===== config.mk =====
export PLATFORM = sky130hd
export DESIGN_NAME = pio_pin_controller
export DESIGN_NICKNAME = d
export VERILOG_FILES = /design/src/rtl/pio_pin_controller.sv
export SDC_FILE = /design/constraint.sdc
export NUM_CORES = 2
export LEC_CHECK = 0
export BUFFER_PORTS_ARGS = -buffer_cell sky130_fd_sc_hd__buf_4
export CAP_MARGIN = 5
export CELL_PAD_IN_SITES_DETAIL_PLACEMENT = 1
export CELL_PAD_IN_SITES_GLOBAL_PLACEMENT = 1
export CORE_MARGIN = 5
export CORE_UTILIZATION = 35
export CTS_CLUSTER_DIAMETER = 50
export DETAILED_ROUTE_END_ITERATION = 16
export PLACE_DENSITY = 0.74
export SETUP_SLACK_MARGIN = 0.1
export SKIP_LAST_GASP = 1
export SYNTH_ARGS = -nofsm -noshare
export SYNTH_HDL_FRONTEND = slang
export SYNTH_SLANG_ARGS = --single-unit

===== constraint.sdc =====
create_clock -name clock -period 14 [get_ports clock]
set_clock_uncertainty 0.2 [all_clocks]
set_input_delay 2.8 -clock clock [delete_from_list [all_inputs] [get_ports clock]]
set_output_delay 2.8 -clock clock [all_outputs]
set_load 0.01 [all_outputs]

===== src/rtl/pio_pin_controller.sv =====
// pio_pin_controller: shares the 32 GPIO pads between NUM_SM PIO state
// machines. Merges per-SM pin value/direction writes (highest SM index
// wins), registers them onto the pads, flags same-kind overlaps, and
// returns a two-flop-synchronised, per-SM rotated view of the pad inputs.
// Ports: clock/reset (sync, active high); wr_valid/wr_kind/wr_data/
// wr_base/wr_count per-SM write requests; in_base/in_data per-SM input
// view; pad_in/pad_out/pad_oe pad ring; conflict, conflict_sticky and
// conflict_clear for overlap reporting.
module pio_pin_controller #(
  parameter int NUM_SM   = 4,
  parameter int NUM_PINS = 32
) (
  input  logic                     clock,
  input  logic                     reset,
  input  logic [NUM_SM-1:0]        wr_valid,
  input  logic [NUM_SM-1:0]        wr_kind,
  input  logic [NUM_SM*32-1:0]     wr_data,
  input  logic [NUM_SM*5-1:0]      wr_base,
  input  logic [NUM_SM*6-1:0]      wr_count,
  input  logic [NUM_SM*5-1:0]      in_base,
  output logic [NUM_SM*32-1:0]     in_data,
  input  logic [NUM_PINS-1:0]      pad_in,
  output logic [NUM_PINS-1:0]      pad_out,
  output logic [NUM_PINS-1:0]      pad_oe,
  output logic                     conflict,
  output logic                     conflict_sticky,
  input  logic                     conflict_clear
);

  // Shifts of 32 yield 0, so base 0 needs no special case.
  function automatic logic [31:0] rotl32(
    input logic [31:0] v,
    input logic [4:0]  b
  );
    logic [5:0] rb;
    rb = 6'd32 - {1'b0, b};
    return (v << b) | (v >> rb);
  endfunction

  function automatic logic [31:0] rotr32(
    input logic [31:0] v,
    input logic [4:0]  b
  );
    logic [5:0] rb;
    rb = 6'd32 - {1'b0, b};
    return (v >> b) | (v << rb);
  endfunction

  logic [31:0] mask [NUM_SM];
  logic [31:0] wdat [NUM_SM];

  logic [31:0] out_q, out_d;
  logic [31:0] oe_q, oe_d;
  logic [31:0] s1_q, s1_d;
  logic [31:0] s2_q, s2_d;
  logic        conflict_q, conflict_d;
  logic        sticky_q, sticky_d;

  for (genvar g = 0; g < NUM_SM; g++) begin : g_sm
    logic [5:0]  cnt_raw;
    logic [31:0] span;

    assign cnt_raw = wr_count[g*6 +: 6];

    // Counts of 32 and above select every pin.
    assign span = (cnt_raw >= 6'd32) ? '1
                : ((32'd1 << cnt_raw[4:0]) - 32'd1);

    assign mask[g] = rotl32(span, wr_base[g*5 +: 5]);
    assign wdat[g] = rotl32(wr_data[g*32 +: 32],
                            wr_base[g*5 +: 5]) & mask[g];

    assign in_data[g*32 +: 32] = rotr32(s2_q, in_base[g*5 +: 5]);
  end

  always_comb begin
    logic [31:0] seen0;
    logic [31:0] seen1;
    logic        hit;
    out_d = out_q;
    oe_d  = oe_q;
    seen0 = '0;
    seen1 = '0;
    hit   = 1'b0;
    // Ascending index: later (higher) SMs overwrite earlier ones.
    for (int i = 0; i < NUM_SM; i++) begin
      if (wr_valid[i]) begin
        if (wr_kind[i]) begin
          hit   = hit | (|(seen1 & mask[i]));
          seen1 = seen1 | mask[i];
          oe_d  = (oe_d & ~mask[i]) | wdat[i];
        end else begin
          hit   = hit | (|(seen0 & mask[i]));
          seen0 = seen0 | mask[i];
          out_d = (out_d & ~mask[i]) | wdat[i];
        end
      end
    end
    conflict_d = hit;
    // Sticky rises with the pulse, and a clear while the pulse is
    // still high loses.
    sticky_d = hit | conflict_q | (sticky_q & ~conflict_clear);
    s1_d = pad_in;
    s2_d = s1_q;
  end

  always_ff @(posedge clock) begin
    if (reset) begin
      out_q      <= '0;
      oe_q       <= '0;
      s1_q       <= '0;
      s2_q       <= '0;
      conflict_q <= 1'b0;
      sticky_q   <= 1'b0;
    end else begin
      out_q      <= out_d;
      oe_q       <= oe_d;
      s1_q       <= s1_d;
      s2_q       <= s2_d;
      conflict_q <= conflict_d;
      sticky_q   <= sticky_d;
    end
  end

  assign pad_out         = out_q;
  assign pad_oe          = oe_q;
  assign conflict        = conflict_q;
  assign conflict_sticky = sticky_q;

endmodule


==> results.ini <==
[status]
outcome=complete, but fails checks
violations=max-capacitance violations, max-slew violations

[setup_path]
critical-path-top-delay-family=buffers and inverters
critPathMostFrequentCell=buf_4
rr_worst_depth=5
cp_cell_sequence=buf_4 > inv_1 > ha_1 > buf_4 > mux2_2 > o21ai_0 > nor2_1 > a21oi_1 > a21oi_1 > a32oi_1 > o21ai_0 > buf_4
required_ps=11000
crit_fanout=64
critical-path-slowest-cell=inv_1
startpoint=in_base[15]
reg2reg_to=pad_out[26]$_SDFF_PP0_
crit_buf_inv=4
cp.depth=12
critical_path.endpoint_type=output port
worstPathArrival_ps=6970
critPathCapture=in_data[127]
max_stage_delay_ps=720
reg2reg_from=pad_out[26]$_SDFF_PP0_
criticalPathCategory=primary input to output port
worst_setup_path_start_kind=primary input
r2r_slack_ps=12090

[worst_hold_path]
hp-class=flip-flop to flip-flop

[cells_and_area]
final_nets=8553
final_cells=10400
layout-drive-gt1-share_pct=14.5
layout_common_cells=nand2_1, nor2_1, o21ai_0
final_common_cell=nand2_1
synthToLayoutAreaGrowth_pct=8.78
fillers=20200

[cts]
insertion_delay_ps=480
cts_tree=yes
cts_max_path_buffers=2
holdBufCountCts=0
postCtsResizedCells=0
clock-sinks=130
htreeDepth=4
cts_made_buffers=17
post-cts-setup-buffers=0
clk_pin_slew_ps=70
cts_root_buf=clkbuf_16

[place]
routabilityCongestion=1.11
numPortBuffers=428
dp_hpwl_um=287000
placedCellCount=10300

[routing]
drtPass1Iterations=6
dr_total_vias=76200
wl_per_cell_um=36.1
viasPerCell=7.34
antenna_left=0
routed_wl_um=375000
drt_iter0_markers=10800
drc=0

[timing]
slew-limit-headroom_pct=-1.35
tightest_slew_ps=1500
fmax_mhz=100
drv_slew=3
finalSetupViolCount=0
timing.setup.tns_ps=0
timing.final.crit_share_pct=71.2
fin_crit_ps=9970
rsz0062_at_grt=no
hold_viol=0

[grt]
top_usage_layer=met2
overflow=0
grt_pass1_wl_um=531000
grt.met2_usage_pct=64.7
track_usage_pct=43.0
antenna_found_initial=20
grt_pass1_vias=72500
grt_max_degree=93
grt_use_met1_pct=55.5
grt_use_met3_pct=9.65

[power]
peakVddDrop_v=0.0000720
p_per_area_mw_per_mm2=72.8
p_leak_nw=22.1

[yosys]
synth_flop_cell=dfxtp_1
synth-seq-cells=130
yosysUniqueCellTypes=125
async_reset_ff_share_pct=0
synth_edf_count=0
netlist_instances=8501
ys_seq_area_share_pct=4.75
ys_warn_count=0
syn_avg_cell_area_um2=6.44
syn_nets=8748
syn_area_mm2=0.0548

[floorplan]
rows=145
initial_core_util_pct=35.1
die_h_um=406
die_x_um=406
core-area_mm2=0.156
die_area_mm2=0.165
pin_count=429

[run]
cap_violations=1

state kept, by name, summed over array words and instances, names as in the netlist:
| name | flops |
|---|---|
| s1_q | 32 |
| pad_oe | 32 |
| pad_out | 32 |
| conflict_sticky | 1 |
| conflict | 1 |
| s2_q | 32 |
cells by family after synthesis:
family,share of synthesized area [%]
AOI/OAI and AO/OA,39.3
xor gates and xnor gates,0.811
adders and majority gates,0.292
buffers and inverters,7.52
DFF,4.75
muxes,19.0
and+or+nand+nor,28.3
worst reg2reg max path: stages (launching register included):
cell	delay (ps)
dfxtp_1	590
nand2b_1	170
o221ai_1	180
o311ai_0	160
o21ai_0	220
a211oi_1	300
metal layers:
layer | routed length [µm] | share of wire [%]
met1 | 146000 | 39
met2 | 158000 | 42
met3 | 41200 | 11
met4 | 29300 | 7.8
met5 | 53 | 0.014
cell type report:
cell class	instances	area, µm²	share of cell area, %
multi-input cells	7399	48400	81.2
repair buffers	674	5060	8.50
flip-flops and latches	130	2600	4.37
well taps	2058	2570	4.32
clock buffers	18	429	0.720
inverters	84	315	0.529
clock inverters	14	178	0.298
diodes	9	22.5	0.0378
cell usage after synthesis (31+ instances only):
| cell | n | area [µm²] |
|---|---|---|
| a211o_1 | 37 | 324 |
| a211oi_1 | 223 | 1670 |
| a21o_1 | 51 | 383 |
| a21oi_1 | 640 | 3200 |
| a221oi_1 | 86 | 753 |
| a22oi_1 | 70 | 526 |
| a311oi_1 | 48 | 420 |
| a31oi_1 | 152 | 951 |
| a32oi_1 | 59 | 517 |
| and2_1 | 81 | 507 |
| and3_1 | 66 | 413 |
| buf_1 | 144 | 541 |
| buf_2 | 141 | 706 |
| buf_6 | 32 | 360 |
| clkbuf_1 | 556 | 2090 |
| dfxtp_1 | 130 | 2600 |
| inv_1 | 65 | 244 |
| mux2_2 | 115 | 1290 |
| mux2i_1 | 515 | 5150 |
| mux4_2 | 176 | 3960 |
| nand2_1 | 1116 | 4190 |
| nand2b_1 | 135 | 845 |
| nand3_1 | 255 | 1280 |
| nand4_1 | 58 | 363 |
| nor2_1 | 920 | 3450 |
| nor2b_1 | 170 | 1060 |
| nor3_1 | 189 | 946 |
| nor4_1 | 50 | 313 |
| o211ai_1 | 202 | 1520 |
| o21a_1 | 47 | 353 |
| o21ai_0 | 806 | 4030 |
| o221ai_1 | 88 | 771 |
| o22ai_1 | 124 | 776 |
| o311ai_0 | 31 | 272 |
| o31ai_1 | 65 | 488 |
| o32ai_1 | 35 | 307 |
| or2_2 | 44 | 275 |
| or3_1 | 52 | 325 |
| xnor2_1 | 34 | 298 |
stage by stage:
stage	hold WS (ps)	util (%)	power [mW]	worst slack [ps]	area, µm²
3_3_place_gp	216	37.8	3.66	4210	58900
6_report	232	38.2	4.34	4030	59600
4_1_cts	236	38.2	4.19	4110	59600
3_5_place_dp	227	37.8	3.68	4120	59000
2_1_floorplan	214	-	2.31	5270	54800
5_1_grt	249	38.2	4.45	3660	59600
worst min path at each step:
stage / start / to / slack (ps) / cells after the start
6_report: s1_q[16]$_SDFF_PP0_ / s2_q[16]$_SDFF_PP0_ / 230 / 1
4_1_cts: s1_q[16]$_SDFF_PP0_ / s2_q[16]$_SDFF_PP0_ / 240 / 1
2_1_floorplan: s1_q[0]$_SDFF_PP0_ / s2_q[0]$_SDFF_PP0_ / 210 / 1
5_1_grt: s1_q[5]$_SDFF_PP0_ / s2_q[5]$_SDFF_PP0_ / 250 / 1
3_3_place_gp: s1_q[31]$_SDFF_PP0_ / s2_q[31]$_SDFF_PP0_ / 220 / 1
3_5_place_dp: s1_q[14]$_SDFF_PP0_ / s2_q[14]$_SDFF_PP0_ / 230 / 1
power breakdown:
group / total [mW] / switching, mW / leakage, nW / internal (mW)
logic: 3.36 / 2.32 / 20.7 / 1.04
clock network: 0.494 / 0.211 / 0.296 / 0.282
registers: 0.484 / 0.0748 / 1.08 / 0.409
total: 4.34 / 2.60 / 22.1 / 1.73
Power figures use the tool's default switching activity.
